### config.mk
export PLATFORM = sky130hd
export DESIGN_NAME = ldpc_out_pack
export DESIGN_NICKNAME = d
export VERILOG_FILES = /design/src/rtl/ldpc_out_pack.sv
export SDC_FILE = /design/constraint.sdc
export NUM_CORES = 1
export LEC_CHECK = 0
export CAP_MARGIN = 5
export CORE_ASPECT_RATIO = 0.5
export CORE_MARGIN = 2
export CORE_UTILIZATION = 49
export DETAILED_ROUTE_END_ITERATION = 12
export HOLD_SLACK_MARGIN = 0.1
export PLACE_DENSITY = 0.84
export SYNTH_ARGS = -nofsm -noshare
export SYNTH_HDL_FRONTEND = slang
export SYNTH_SLANG_ARGS = --single-unit
### constraint.sdc
create_clock -name clk -period 2.65 [get_ports clk]
set_input_delay 0.265 -clock clk [delete_from_list [all_inputs] [get_ports clk]]
set_output_delay 0.265 -clock clk [all_outputs]
set_load 0.02 [all_outputs]
### src/rtl/ldpc_out_pack.sv
// ldpc_out_pack: packs the LDPC decoder's serial hard-decision bits into bytes, framed by code rate.
// Latency: byte_out/byte_vld one cycle after the 8th bit of a byte is sampled; frm_err one cycle after a mid-frame sync_in drop.
// Backpressure: none; sync_in is a free-running valid strobe. Define LDPC_PACK_LSB_FIRST_EN for LSB-first packing.
module ldpc_out_pack #(
    parameter int INFO_R12 = 4608,
    parameter int INFO_R34 = 6912,
    parameter int CNT_W    = 13
) (
    input  logic       clk,
    input  logic       reset_n,
    input  logic       rate,
    input  logic       bit_in,
    input  logic       sync_in,
    input  logic [4:0] num_iter,
    output logic [7:0] byte_out,
    output logic       byte_vld,
    output logic       frm_start,
    output logic       frm_end,
    output logic       frm_err,
    output logic [4:0] frm_iter
);

    typedef enum logic {
        IDLE = 1'b0,
        RECV = 1'b1
    } state_t;

    // Index of the last information bit of a frame for each rate.
    localparam logic [CNT_W-1:0] LAST_R12 = CNT_W'(INFO_R12 - 1);
    localparam logic [CNT_W-1:0] LAST_R34 = CNT_W'(INFO_R34 - 1);
    localparam logic [CNT_W-1:0] LAST_OF_BYTE0 = CNT_W'(7);

    state_t           state_q, state_d;
    logic [CNT_W-1:0] bit_cnt_q, bit_cnt_d;
    logic [7:0]       sr_q, sr_d;
    logic             frm_rate_q, frm_rate_d;
    logic [4:0]       frm_iter_q, frm_iter_d;
    logic [7:0]       byte_out_q, byte_out_d;
    logic             byte_vld_q, byte_vld_d;
    logic             frm_start_q, frm_start_d;
    logic             frm_end_q, frm_end_d;
    logic             frm_err_q, frm_err_d;
    logic [CNT_W-1:0] pos;
    logic [CNT_W-1:0] last_idx;

    // Next-state: frame delimiting, bit shifting, byte emission and truncation detection.
    always_comb begin
        state_d     = state_q;
        bit_cnt_d   = bit_cnt_q;
        sr_d        = sr_q;
        frm_rate_d  = frm_rate_q;
        frm_iter_d  = frm_iter_q;
        byte_out_d  = byte_out_q;
        byte_vld_d  = 1'b0;
        frm_start_d = 1'b0;
        frm_end_d   = 1'b0;
        frm_err_d   = 1'b0;
        pos         = bit_cnt_q;
        last_idx    = LAST_R12;

        if (sync_in) begin
            // A bit arriving while idle opens a new frame and resamples rate/iteration count.
            if (state_q == IDLE) begin
                frm_rate_d = rate;
                frm_iter_d = num_iter;
                pos        = '0;
            end
            last_idx = frm_rate_d ? LAST_R34 : LAST_R12;

`ifdef LDPC_PACK_LSB_FIRST_EN
            sr_d = {bit_in, sr_q[7:1]};
`else
            sr_d = {sr_q[6:0], bit_in};
`endif

            if (pos[2:0] == 3'd7) begin
                byte_vld_d  = 1'b1;
                byte_out_d  = sr_d;
                frm_start_d = (pos == LAST_OF_BYTE0);
                frm_end_d   = (pos == last_idx);
            end

            // Completion returns to IDLE so a still-high sync_in starts the next frame without a bubble.
            if (pos == last_idx) begin
                bit_cnt_d = '0;
                state_d   = IDLE;
            end else begin
                bit_cnt_d = pos + 1'b1;
                state_d   = RECV;
            end
        end else if (state_q == RECV) begin
            // Early sync drop: the partial byte is simply abandoned.
            frm_err_d = 1'b1;
            bit_cnt_d = '0;
            state_d   = IDLE;
        end
    end

    // State and output registers.
    always_ff @(posedge clk or negedge reset_n) begin
        if (!reset_n) begin
            state_q     <= IDLE;
            bit_cnt_q   <= '0;
            sr_q        <= '0;
            frm_rate_q  <= 1'b0;
            frm_iter_q  <= '0;
            byte_out_q  <= '0;
            byte_vld_q  <= 1'b0;
            frm_start_q <= 1'b0;
            frm_end_q   <= 1'b0;
            frm_err_q   <= 1'b0;
        end else begin
            state_q     <= state_d;
            bit_cnt_q   <= bit_cnt_d;
            sr_q        <= sr_d;
            frm_rate_q  <= frm_rate_d;
            frm_iter_q  <= frm_iter_d;
            byte_out_q  <= byte_out_d;
            byte_vld_q  <= byte_vld_d;
            frm_start_q <= frm_start_d;
            frm_end_q   <= frm_end_d;
            frm_err_q   <= frm_err_d;
        end
    end

    assign byte_out  = byte_out_q;
    assign byte_vld  = byte_vld_q;
    assign frm_start = frm_start_q;
    assign frm_end   = frm_end_q;
    assign frm_err   = frm_err_q;
    assign frm_iter  = frm_iter_q;

endmodule

==> results.py <==
metrics = {
    "run_status": {
        "run_status": "finished clean",
    },
    "floorplan": {
        "die_y_um": 46.5,
        "core_area_um2": 3430,
        "rows": 15,
        "io_pins": 27,
        "die-area_um2": 4130,
        "die_x_um": 88.9,
        "start_util_pct": 51.4,
    },
    "setup_path": {
        "crit_chain": "and2_1 > ha_1 > nand3_2 > or3_4 > or4_1 > o211ai_1",
        "worstPathRequired_ps": 2860,
        "cp_max_fo": 16,
        "cpMaxStageDelayCell": "dfrtp_1",
        "critPathLaunchType": "register",
        "crit_type": "register to register",
        "arrival_ps": 2460,
        "cp_slowest_stage_delay_ps": 590,
        "end_kind": "register",
        "r2r_setup_slack_ps": 400,
        "cp_top_family": "simple AND/OR/NAND/NOR gates",
        "cp_num_buf_inv": 0,
    },
    "synthesis": {
        "synth_async_sr_flop_share_pct": 100,
        "yosysSeqAreaShare_pct": 55.2,
        "synthTopCellsByArea": "dfrtp_1, mux2_2, nand2_1, o21ai_0, and4_1",
        "synthAdderAreaFrac_pct": 0.708,
        "syn_area_um2": 1770,
        "synth_compound_gate_area_share_pct": 8.07,
        "yosysWarnings": 0,
        "synth_ff_type": "dfrtp_1",
        "synth_cell_types": 37,
        "yosys.area_share.xor_xnor_pct": 1.98,
        "synth_cells": 153,
        "syn-num-nets": 164,
        "synth_mux_area_share_pct": 14.0,
        "synth_area_leader_cell": "dfrtp_1",
        "synth_area_per_cell_um2": 11.5,
        "synth_top_family_by_area": "simple AND/OR/NAND/NOR gates",
        "synth-simple-area-share_pct": 17.6,
        "netlist.area_leader.share_pct": 55.2,
        "synth-seq-cells": 39,
        "synth_edf_count": 0,
    },
    "clocking": {
        "path_clk_slew_ps": 70,
        "clk_latency_ps": 280,
        "cts-root-buf": "clkbuf_8",
        "cts_setup_buffers": 0,
        "tritoncts": "built",
        "cts_resized": 0,
        "clock_path_buffers": 2,
        "cts_made_buffers": 5,
        "h-tree-depth": 2,
        "cts.sinks": 39,
        "ctsHoldBuffers": 0,
    },
    "detailed_routing": {
        "via_count": 1225,
        "final_antenna_net_count": 0,
        "routed_wl_um": 3300,
        "drtIter0Drc": 26,
        "dr.pass1.iters": 4,
        "wl_per_cell_um": 14.2,
        "via_per_inst": 5.28,
        "drc_errors": 0,
    },
    "timing": {
        "final.period_utilization_pct": 84.9,
        "worst_slew_pin_slew_ps": 834,
        "slew_headroom_pct": 44.4,
        "finalCriticalPeriod_ps": 2250,
        "final_hold_viol_count": 0,
        "fin_skew_ps": 5.38,
        "drv_slew": 0,
        "tns_ps": 0,
        "rsz0062_at_grt": "false",
        "finalSetupViolations": 0,
        "fmax_ghz": 0.445,
    },
    "grt": {
        "track_usage_pct": 18.6,
        "antenna_found_initial": 0,
        "grt_pass1_vias": 1185,
        "grt_pass1_wl_um": 5640,
        "grt_overflow": 0,
        "grt_max_degree": 40,
    },
    "final_layout": {
        "fillers": 257,
        "final_common_cell": "dfrtp_1",
        "most-common-layout-cells": "dfrtp_1, clkdlybuf4s50_1, mux2_2",
        "final_core_util_pct": 63.1,
        "diodes": 0,
        "area_growth_pct": 22.7,
        "drive_above_1_share_pct": 17.7,
        "nets": 192,
    },
    "placed_design": {
        "gp_congestion": 0.834,
        "hpwlAfterDp_um": 2320,
        "io_buffers": 26,
    },
    "power_and_ir_drop": {
        "p_leak_nw": 0.898,
        "power.density_nw_per_um2": 604,
        "peakVddDrop_mv": 0.311,
    },
    "flow_run": {
        "maxCapViolations": 0,
    },
    "hold_path": {
        "holdCritPathClass": "input pin to async pin",
    },
}
[cell families after synthesis]
group | after synthesis
buffers and inverters | 10
AOI/OAI and AO/OA | 21
xor gates and xnor gates | 4
adders and majority gates | 1
muxes | 22
DFF | 39
and+or+nand+nor | 56
[per-layer routing]
metal / vias up / global-route usage [%] / part of all wire [%]
li1: 606 / - / -
met1: 595 / 26.3 / 47
met2: 18 / 27.8 / 48
met3: 6 / 5.38 / 3.6
met4: 0 / 6.36 / 1.5
met5: - / 0 / 0
[registers in the layout (all words and copies together), names as in the netlist]
signal and flops:
bit_cnt_q 13, byte_out 8, byte_vld 1, frm_end 1
frm_err 1, frm_iter 5, frm_rate_q 1, frm_start 1
sr_q 7, state_q 1
[per-stage QoR]
step	power, mW	area, um^2	std cells	worst slack (ps)	hold WS, ps
after global routing	1.37	2170	232	246	147
after global placement	0.852	2070	225	489	405
after CTS	1.33	2170	232	416	110
after floorplan	0.775	1770	153	483	-30.6
after detailed placement	0.857	2070	225	436	422
final	1.31	2170	232	401	76.5
[final cells by class]
cell class | count | area, um^2 | share of cell area (%)
inverters | 4 | 15.0 | 0.692
repair buffers | 27 | 263 | 12.1
well taps | 51 | 63.8 | 2.94
flip-flops and latches | 39 | 976 | 45.0
multi-input cells | 104 | 748 | 34.5
clock inverters | 1 | 30.0 | 1.38
clock buffers | 6 | 72.6 | 3.35
[final timing paths]
kind | start | endpoint | cells after the start
setup / recovery | state_q | bit_cnt_q[12] | 6
hold / removal | reset_n | byte_out[3] | 1
setup reg to reg | state_q | bit_cnt_q[12] | 6
hold reg to reg | sr_q[6] | byte_out[7] | 1
max in group asynchronous | reset_n | bit_cnt_q[7] | 1
min in group clk | sr_q[6] | byte_out[7] | 1
[report_power, final]
part           internal [mW]  total, mW  leakage [nW]  switching [mW]
Clock                  0.276      0.467        0.0513           0.191
Sequential             0.648      0.680         0.509          0.0323
Combinational         0.0880      0.163         0.338          0.0747
Total                   1.01       1.31         0.898           0.298
[synth_stat cells (3+ instances only)]
cell type and count:
dfrtp_1 39, mux2_2 21, nand2_1 19, o21ai_0 11
nor2_1 6, nand3_1 5, and4_1 4, clkbuf_1 4
inv_1 4, and2_1 3, xnor2_1 3
Note: power is estimated with default switching activity, not from simulation.
